File: config.mk
export PLATFORM = sky130hd
export DESIGN_NAME = pe_mac_ocp
export DESIGN_NICKNAME = d
export VERILOG_FILES = /design/src/rtl/pe_mac_ocp_pkg.sv /design/src/rtl/pe_wbuf.sv /design/src/rtl/pe_mac_ocp.sv
export SDC_FILE = /design/constraint.sdc
export NUM_CORES = 2
export LEC_CHECK = 0
export CAP_MARGIN = 20
export CORE_MARGIN = 5
export CORE_UTILIZATION = 25
export DETAILED_ROUTE_END_ITERATION = 6
export PLACE_DENSITY = 0.37
export SLEW_MARGIN = 20
export SYNTH_ARGS = -nofsm -noshare
export SYNTH_HDL_FRONTEND = slang
export SYNTH_SLANG_ARGS = --single-unit
export TNS_END_PERCENT = 20
File: constraint.sdc
create_clock -name clk -period 6.5 [get_ports clk]
set_input_delay 1.3 -clock clk [delete_from_list [all_inputs] [get_ports clk]]
set_output_delay 1.3 -clock clk [all_outputs]
set_load 0.05 [all_outputs]
File: src/rtl/pe_mac_ocp_pkg.sv
// Shared types and sizing helpers for the multi-output-channel MAC processing element.
package pe_mac_ocp_pkg;

  typedef enum logic [1:0] {
    INVALID = 2'd0,
    VALID   = 2'd1,
    CNN_FIN = 2'd2
  } pe_state_t;

  localparam int SHIFT_B = 5;

  function automatic int acc_w(input int data_wid, input int icp_num, input int cap_b);
    return 2 * data_wid + $clog2(icp_num) + cap_b;
  endfunction

  // The unused encoding 3 folds onto INVALID so it behaves as a bubble.
  function automatic pe_state_t decode_state(input logic [1:0] raw);
    if (raw == 2'd1) return VALID;
    if (raw == 2'd2) return CNN_FIN;
    return INVALID;
  endfunction

endpackage

File: src/rtl/pe_wbuf.sv
// Single-lane weight memory: synchronous write, synchronous read, read-before-write on collision.
module pe_wbuf #(
  parameter int DATA_WID = 8,
  parameter int ADDR_B   = 4
) (
  input  logic                clk,
  input  logic                we,
  input  logic [ADDR_B-1:0]   waddr,
  input  logic [DATA_WID-1:0] wdata,
  input  logic [ADDR_B-1:0]   raddr,
  output logic [DATA_WID-1:0] rdata
);

  logic [DATA_WID-1:0] mem [2**ADDR_B];

  always_ff @(posedge clk) begin
    if (we) mem[waddr] <= wdata;
    rdata <= mem[raddr];
  end

endmodule

File: src/rtl/pe_mac_ocp.sv
// Multi-output-channel MAC PE: per-lane weight buffers, product tree, windowed accumulate and requantise.
module pe_mac_ocp
  import pe_mac_ocp_pkg::*;
#(
  parameter int DATA_WID = 8,
  parameter int ICP_NUM  = 4,
  parameter int OCP_NUM  = 2,
  parameter int ADDR_B   = 4,
  parameter int CAP_B    = 9
) (
  input  logic                              clk,
  input  logic                              reset,
  input  logic [1:0]                        in_state,
  input  logic [ICP_NUM-1:0][DATA_WID-1:0]  a,
  input  logic [DATA_WID-1:0]               wrb_data,
  input  logic [ADDR_B-1:0]                 wrb_addr,
  input  logic [ICP_NUM*OCP_NUM-1:0]        wrb,
  input  logic [ADDR_B-1:0]                 rdb_addr,
  input  logic [SHIFT_B-1:0]                out_shift,
  input  logic                              relu_en,
  output logic [1:0]                        out_state,
  output logic [OCP_NUM-1:0][DATA_WID-1:0]  data
);

  localparam int ACC_W  = acc_w(DATA_WID, ICP_NUM, CAP_B);
  localparam int PROD_W = 2 * DATA_WID;
  localparam logic signed [ACC_W-1:0] SAT_MAX = ACC_W'((2 ** (DATA_WID - 1)) - 1);
  localparam logic signed [ACC_W-1:0] SAT_MIN = ~SAT_MAX;

  function automatic logic signed [PROD_W-1:0] widen(input logic [DATA_WID-1:0] v);
    return {{DATA_WID{v[DATA_WID-1]}}, v};
  endfunction

  function automatic logic signed [ACC_W-1:0] acc_ext(input logic signed [PROD_W-1:0] p);
    return {{(ACC_W - PROD_W){p[PROD_W-1]}}, p};
  endfunction

  // Shift first, then ReLU, then clamp into the signed result range.
  function automatic logic [DATA_WID-1:0] requant(input logic signed [ACC_W-1:0] v,
                                                  input logic [SHIFT_B-1:0]    sh,
                                                  input logic                  relu);
    logic signed [ACC_W-1:0] s;
    s = v >>> sh;
    if (relu && s[ACC_W-1]) s = '0;
    if (s > SAT_MAX) return SAT_MAX[DATA_WID-1:0];
    if (s < SAT_MIN) return SAT_MIN[DATA_WID-1:0];
    return s[DATA_WID-1:0];
  endfunction

  pe_state_t st_p0, st_p1, st_p2;

  logic [ICP_NUM-1:0][DATA_WID-1:0] a_p0;
  logic [DATA_WID-1:0]              w_p0    [OCP_NUM][ICP_NUM];
  logic signed [PROD_W-1:0]         prod_p1 [OCP_NUM][ICP_NUM];
  logic signed [ACC_W-1:0]          sum_c   [OCP_NUM];
  logic signed [ACC_W-1:0]          sum_p2  [OCP_NUM];
  logic signed [ACC_W-1:0]          acc     [OCP_NUM];
  logic signed [ACC_W-1:0]          total_c [OCP_NUM];

  // ---- E0: weight read issued alongside activation capture
  for (genvar oc = 0; oc < OCP_NUM; oc++) begin : g_oc
    for (genvar ic = 0; ic < ICP_NUM; ic++) begin : g_ic
      pe_wbuf #(
        .DATA_WID (DATA_WID),
        .ADDR_B   (ADDR_B)
      ) u_wbuf (
        .clk   (clk),
        .we    (wrb[oc*ICP_NUM + ic]),
        .waddr (wrb_addr),
        .wdata (wrb_data),
        .raddr (rdb_addr),
        .rdata (w_p0[oc][ic])
      );
    end
  end

  always_ff @(posedge clk or posedge reset) begin
    if (reset) begin
      st_p0 <= INVALID;
      st_p1 <= INVALID;
      st_p2 <= INVALID;
    end else begin
      st_p0 <= decode_state(in_state);
      st_p1 <= st_p0;
      st_p2 <= st_p1;
    end
  end

  // ---- E1: lane products; E2: per-channel adder tree
  always_comb begin
    for (int oc = 0; oc < OCP_NUM; oc++) begin
      sum_c[oc] = '0;
      for (int ic = 0; ic < ICP_NUM; ic++) begin
        sum_c[oc] = sum_c[oc] + acc_ext(prod_p1[oc][ic]);
      end
    end
  end

  always_ff @(posedge clk) begin
    a_p0 <= a;
    for (int oc = 0; oc < OCP_NUM; oc++) begin
      for (int ic = 0; ic < ICP_NUM; ic++) begin
        prod_p1[oc][ic] <= widen(a_p0[ic]) * widen(w_p0[oc][ic]);
      end
      sum_p2[oc] <= sum_c[oc];
    end
  end

  // ---- E3: accumulate; CNN_FIN folds its own beat in, emits, and restarts from zero
  always_comb begin
    for (int oc = 0; oc < OCP_NUM; oc++) begin
      total_c[oc] = acc[oc] + sum_p2[oc];
    end
  end

  always_ff @(posedge clk or posedge reset) begin
    if (reset) begin
      out_state <= INVALID;
      for (int oc = 0; oc < OCP_NUM; oc++) begin
        acc[oc]  <= '0;
        data[oc] <= '0;
      end
    end else begin
      out_state <= INVALID;
      if (st_p2 == VALID) begin
        for (int oc = 0; oc < OCP_NUM; oc++) acc[oc] <= total_c[oc];
      end else if (st_p2 == CNN_FIN) begin
        out_state <= VALID;
        for (int oc = 0; oc < OCP_NUM; oc++) begin
          acc[oc]  <= '0;
          data[oc] <= requant(total_c[oc], out_shift, relu_en);
        end
      end
    end
  end

endmodule

# ---- Word level (Yosys, flattened, before mapping)
# Memories as Yosys holds them, arrays and structs flattened. A register that Yosys moved wholly into a read port is not among the register bits.
# Index checks and enable logic that the tools add are counted.
dict set report classes {
  add_sub_neg 8
  multipliers 8
  div 0
  magnitude_cmp 4
  eq_ne 4
  n_shift 2
  n_mux 55
  bitwise 1
  n_reduce_logical 4
}
# operator n
set op_table {}
lappend op_table {{27-bit two-way mux} 6}
lappend op_table {{8-bit by 8-bit multiplier with 16-bit output} 8}
lappend op_table {{54-bit two-way mux} 2}
lappend op_table {{8-bit two-way mux} 8}
lappend op_table {{27-bit adder} 2}
lappend op_table {{27-bit by 8-bit > comparator with 1-bit output, second input constant} 2}
lappend op_table {{27-bit by 8-bit < comparator with 1-bit output, second input constant} 2}
lappend op_table {{27-bit by 5-bit >>> shifter with 27-bit output} 2}
lappend op_table {{18-bit by 16-bit adder with 19-bit output} 2}
lappend op_table {{17-bit by 16-bit adder with 18-bit output} 2}
lappend op_table {{1-bit two-way mux} 35}
lappend op_table {{16-bit by 16-bit adder with 17-bit output} 2}
lappend op_table {{2-bit two-way mux} 4}
lappend op_table {{2-bit by 1-bit == test with 1-bit output, second input constant} 2}
lappend op_table {{2-bit == test, second input constant} 2}
lappend op_table {{1-bit logical AND} 2}
lappend op_table {{2-bit AND reduction} 1}
lappend op_table {{2-bit nonzero test} 1}
lappend op_table {{1-bit inverter} 1}
dict set report word_totals {
  regBits 110
  latch_bits 0
  mem_bits_rw 1206
  romBits 0
  out_inout_bits 18
  elab_cells 108
  mem_count 10
}
# memory depth word_bits read_ports rd_ports_with_merged_regs write_ports line
set mem_list {}
lappend mem_list {{g_oc[0].g_ic[0].u_wbuf.mem} 16 8 1 1 1 pe_wbuf.sv:14} ;# logic [DATA_WID-1:0] mem [2**ADDR_B];
lappend mem_list {{g_oc[0].g_ic[1].u_wbuf.mem} 16 8 1 1 1 pe_wbuf.sv:14}
lappend mem_list {{g_oc[0].g_ic[2].u_wbuf.mem} 16 8 1 1 1 pe_wbuf.sv:14}
lappend mem_list {{g_oc[0].g_ic[3].u_wbuf.mem} 16 8 1 1 1 pe_wbuf.sv:14}
lappend mem_list {{g_oc[1].g_ic[0].u_wbuf.mem} 16 8 1 1 1 pe_wbuf.sv:14}
lappend mem_list {{g_oc[1].g_ic[1].u_wbuf.mem} 16 8 1 1 1 pe_wbuf.sv:14}
lappend mem_list {{+4 memories} -- -- -- -- -- --}

# ---- Depth between registers and ports, before layout
# An unclocked memory read counts as a cell.
dict set report logic_depth {
  ltp_word 16
  depth_mapped 23
}

# ---- By module
# A second synthesis with hierarchy kept.
dict set report hier_totals {
  hier_cells 5735
  hier_area_um2 77245.3
}
# module n_inst cells_each area_each_um2
set by_module_without_submodules {}
lappend by_module_without_submodules {pe_wbuf 8 229 5147.4}
lappend by_module_without_submodules {pe_mac_ocp 1 3903 36065.8}

# ---- Worst setup path after synthesis
# Ideal clock, no wire load.
dict set report synth_timing {
  kind {flip-flop to flip-flop}
  start {register a_p0[5] (netlist name)}
  end {memory prod_p1[0][63] (netlist name)}
  setup_ns 0.072
  arrival_time_ns 4.423
  t_required_ns 6.428
  slack_ns 2.005
  stages_incl_launch_ff 22
  path_buffers 1
  period_less_slack_ns 4.495
  cell_sequence {dfxtp_1 clkbuf_1 nand2_1 fa_1 fa_1 inv_1 fa_1 inv_1 fa_1 inv_1 ha_1 inv_1 o21bai_1 a21oi_1 nor2b_1 o21a_1 o21ai_0 nand2b_1 a21oi_1 o21bai_1 a21oi_1 xnor2_1}
}
# item line
set synth_lines {}
lappend synth_lines {{start, declared} pe_mac_ocp.sv:52} ;# logic [ICP_NUM-1:0][DATA_WID-1:0] a_p0;
lappend synth_lines {{start signal, assigned} pe_mac_ocp.sv:100} ;# a_p0 <= a;
lappend synth_lines {{end, declared} pe_mac_ocp.sv:54} ;# logic signed [PROD_W-1:0] prod_p1 [OCP_NUM][ICP_NUM];

# ---- Worst setup path in the final report
dict set report layout_timing {
  start {register acc[27] (netlist name)}
  end {register data[0] (netlist name)}
}
dict set report layout_between {
  elab_chain_cells 13
  elab_cells_between_ends 18
  cone_classes {1 x add/sub; 2 x order compare; 1 x shift; 13 x mux; 1 x reduce/logical}
}
# item line
set layout_rtl {}
lappend layout_rtl {{start, declared} pe_mac_ocp.sv:57} ;# logic signed [ACC_W-1:0] acc [OCP_NUM];
lappend layout_rtl {{start signal, assigned by index} pe_mac_ocp.sv:120} ;# acc[oc] <= '0;
lappend layout_rtl {{start signal, assigned by index} pe_mac_ocp.sv:130} ;# acc[oc] <= '0;
lappend layout_rtl {{27-bit adder (*)} pe_mac_ocp.sv:112} ;# total_c[oc] = acc[oc] + sum_p2[oc];
lappend layout_rtl {{27-bit by 5-bit >>> shifter with 27-bit output (*)} pe_mac_ocp.sv:43} ;# s = v >>> sh;
lappend layout_rtl {{1-bit logical AND} pe_mac_ocp.sv:44} ;# if (relu && s[ACC_W-1]) s = '0;
lappend layout_rtl {{27-bit two-way mux (*)} pe_mac_ocp.sv:44}
lappend layout_rtl {{27-bit two-way mux (*)} pe_mac_ocp.sv:127} ;# end else if (st_p2 == CNN_FIN) begin
lappend layout_rtl {{27-bit two-way mux (*)} pe_mac_ocp.sv:125} ;# if (st_p2 == VALID) begin
lappend layout_rtl {{27-bit by 8-bit < comparator with 1-bit output} pe_mac_ocp.sv:46} ;# if (s < SAT_MIN) return SAT_MIN[DATA_WID-1:0];
lappend layout_rtl {{1-bit two-way mux (2 in series)} pe_mac_ocp.sv:46}
lappend layout_rtl {{1-bit two-way mux} pe_mac_ocp.sv:127}
lappend layout_rtl {{1-bit two-way mux} pe_mac_ocp.sv:125}
lappend layout_rtl {{8-bit two-way mux} pe_mac_ocp.sv:47} ;# return s[DATA_WID-1:0];
lappend layout_rtl {{8-bit two-way mux (*)} pe_mac_ocp.sv:46}
lappend layout_rtl {{end signal, assigned by index} pe_mac_ocp.sv:131} ;# data[oc] <= requant(total_c[oc], out_shift, relu_en);
lappend layout_rtl {{end, declared} pe_mac_ocp.sv:22} ;# output logic [OCP_NUM-1:0][DATA_WID-1:0] data
# Mark *: on every way between the ends. The rest lies on a longest branch, timed or not. The select of a mux whose other input is x is not followed.
# A chain may end at the register's enable or synchronous reset.

==> flow_metrics.tcl <==
set metrics [dict create \
    fin_skew_ns 0.1544 \
    synth_common_cells "edfxtp_1 (1024), inv_1 (600), fa_1 (508)" \
    grt_pass1_vias 47460 \
    synth_area_leaders "edfxtp_1 (40%), fa_1 (13%), mux4_2 (9.7%)" \
    ys_warn_count 0 \
    drt_first_pass_iters 5 \
    peakVddDrop_v 0.0003283 \
    tritoncts "done" \
    power_density_nw_per_um2 480.1 \
    clock_latency_ns 0.88 \
    syn_area_um2 76510 \
    ys_types 97 \
    route.detailed.drc 0 \
    dp_hpwl_um 158200 \
    finalSetupViolations 0 \
    synth_top_area_share_pct 40.19 \
    globalRouteTotalUtil_pct 13.93 \
    synthArstFlopShare_pct 5.649 \
    path_max_fanout 7 \
    fp.dieH_um 563.2 \
    fin_crit_sh_pct 83.43 \
    grt-ovfl-total 0 \
    syn_to_final_growth_pct 14.40 \
    cts.sink_count 1363 \
    placed_cell_area_um2 82220 \
    final_max_slew_viol_count 0 \
    worstMarginPinSlew_ns 1.102 \
    ys_seq_area_share_pct 49.56 \
    final_antenna_net_count 0 \
    cts_setup_buffers 0 \
    port_buffers 82 \
    crit_path_start_kind "flop" \
    dr_wl_met3_um 8597 \
    p_leak_nw 32.59 \
    clockRootBuffer "clkbuf_16" \
    cts_buffers 166 \
    hold_class "reg -> reg" \
    start_util_pct 25.06 \
    drv_cap 0 \
    routabilityCongestion 0.8357 \
    synth_top_area_cell "edfxtp_1" \
    cts_resized 0 \
    die_x_um 563.2 \
    grt_start_max_net_pins 93 \
    worstSetupEndpointType "flop" \
    m1WireLength_um 102900 \
    dr_total_vias 44416 \
    synth_seq_cells 1363 \
    rsz0062_at_grt "false" \
    dieArea_um2 317200 \
    stdcell_area_um2 87530 \
    cp.required_ns 7.16 \
    path_class "reg -> reg" \
    dr_wl_met2_um 107200 \
    p_total_mw 42.02 \
    antenna_found_initial 30 \
    cp_cell_sequence "ha_1, fa_1, a211oi_1, o21ai_0, o21ai_0, a21oi_1, nor3_2, buf_4, a2bb2oi_1, o221ai_1, o211a_1, a311oi_1, nand4b_1, nor4_1, a31oi_1, o32ai_1" \
    yosysMostFrequentCell "edfxtp_1" \
    crit_top_cell "o21ai_0" \
    cp_data_arrival_time_ns 6.09 \
    final_util_pct 28.67 \
    syn_nets 6491 \
    synth_area_per_cell_um2 13.67 \
    clkTransAtPathRegs_ns 0.05 \
    drt-initial-drc-count 2746 \
    top_layer_used "met5" \
    hold_viol 0 \
    grt_pass1_wl_um 332100 \
    vias_per_cell 4.471 \
    synth_edf_count 1024 \
    fmax_ghz 0.1844 \
    synthFlopType "edfxtp_1" \
    syn_inst 5595 \
    coreArea_um2 305300 \
    routedWlPerCell_um 22.42 \
    maxSlewHeadroom_pct 26.32 \
    post-route-min-period_ns 5.423 \
    h-tree-depth 4 \
    clk_path_buf_depth 4 \
    rows 203 \
    cp_slowest_stage_delay_ns 0.56 \
    final.setup.tns_ns 0 \
    cpMaxStageDelayCell "o21ai_0" \
    n_fill_cell 31156 \
    nets 6588 \
    status "finished, final reports clean" \
    wirelength_um 222700 \
    ioPinCount 84 \
    hold_buffers 0 \
    drive_gt1_share_pct 12.07 \
]
==> power by group <==
group / internal [mW] / leakage [nW] / switching, mW
registers: 10.6 / 12.4 / 0.881
clock network: 5.30 / 2.56 / 3.83
logic: 9.06 / 17.6 / 12.4
==> path summary, 6_finish.rpt <==
check	cells after the start	to	slack (ns)	from
setup reg to reg	16	data[0]$_DFFE_PP0P_	1.08	acc[27]$_DFFE_PP0P_
min in group asynchronous	2	acc[22]$_DFFE_PP0P_	0.87	reset
max in group asynchronous	3	acc[51]$_DFFE_PP0P_	4.39	reset
setup / recovery	16	data[0]$_DFFE_PP0P_	1.08	acc[27]$_DFFE_PP0P_
hold / removal	0	st_p2[1]$_DFF_PP0_	0.35	st_p1[1]$_DFF_PP0_
hold reg to reg	0	st_p2[1]$_DFF_PP0_	0.35	st_p1[1]$_DFF_PP0_
==> final cells by class <==
cell class	count	area, um^2	share of cell area (%)
Sequential cell	1363	37920	43.33
Multi-Input combinational cell	3409	35530	40.59
Tap cell	4100	5130	5.861
Clock buffer	220	4511	5.153
Inverter	601	2257	2.579
Timing Repair Buffer	151	1379	1.575
Clock inverter	78	768.2	0.8777
Antenna cell	12	30.03	0.03431
==> cell families (layout without fill, tap and decap cells) <==
logic type      count (synthesis)  after routing  synth area share (%)
mux                           375            375                 10.34
compound gates                759            759                 6.749
fa+ha+maj                     830            830                 18.56
simple gates                 1255           1255                 8.525
buf+inv                       823           1050                 4.097
other cells                     1             13              0.004901
xor+xnor                      189            189                 2.164
flops                        1363           1363                 49.56
==> metrics by stage <==
| step | setup WS (ns) | hold slack [ns] | std cells |
|---|---|---|---|
| 2_1_floorplan | 2.005 | 0.3312 | 5595 |
| 5_1_grt | 0.7879 | 0.3556 | 9927 |
| 4_1_cts | 1.156 | 0.3541 | 9922 |
| 3_5_place_dp | 1.196 | 0.3347 | 9624 |
| 3_3_place_gp | 1.206 | 0.3386 | 9624 |
| 6_report | 1.077 | 0.3490 | 9934 |
==> registers in the layout (all words and copies together), names as in the netlist <==
signal and flops:
g_oc.g_ic.u_wbuf.mem 1024, prod_p1 128, g_oc.g_ic.u_wbuf.rdata 64, acc 54, sum_p2 38, a_p0 32, data 16, st_p0 2
st_p1 2, st_p2 2, out_state 1
==> cell usage in the layout (no fill, tap or decap), types with 31 or more instances in the layout <==
cell	netlist	layout
inv_1	600	599
o21ai_0	144	144
a21o_1	67	67
dfxtp_1	262	262
a211oi_1	34	34
mux4_2	329	329
nor2_1	183	181
fa_1	508	508
nand3_1	38	38
xor2_1	39	39
dfrtp_1	77	77
ha_1	322	321
clkinv_1	1	31
a22o_1	38	38
clkdlybuf4s50_1	0	66
xnor2_1	150	150
clkbuf_16	0	169
o211ai_1	31	31
edfxtp_1	1024	1024
nand2b_1	78	78
nand2_1	346	346
buf_4	2	73
nor3_1	40	34
clkbuf_1	160	42
a21oi_1	184	184
and2_1	443	443
==> routing by layer <==
metal,GRT usage (%),up-vias
met2,23.24,816
met5,0,-
met1,19.41,23094
met4,2.901,6
li1,-,20259
met3,1.818,241
==> critical path: cells and delay by family (launching register included) <==
| family | cells | cell delay, ns |
|---|---|---|
| AO/OA/AOI/OAI | 10 | 3.14 |
| AND/OR/NAND/NOR | 3 | 0.89 |
| adder cells (fa/ha/maj) | 2 | 0.68 |
| flip-flops | 1 | 0.39 |
| buffers and inverters | 1 | 0.21 |
No activity file was read; power rests on OpenSTA's default activity.
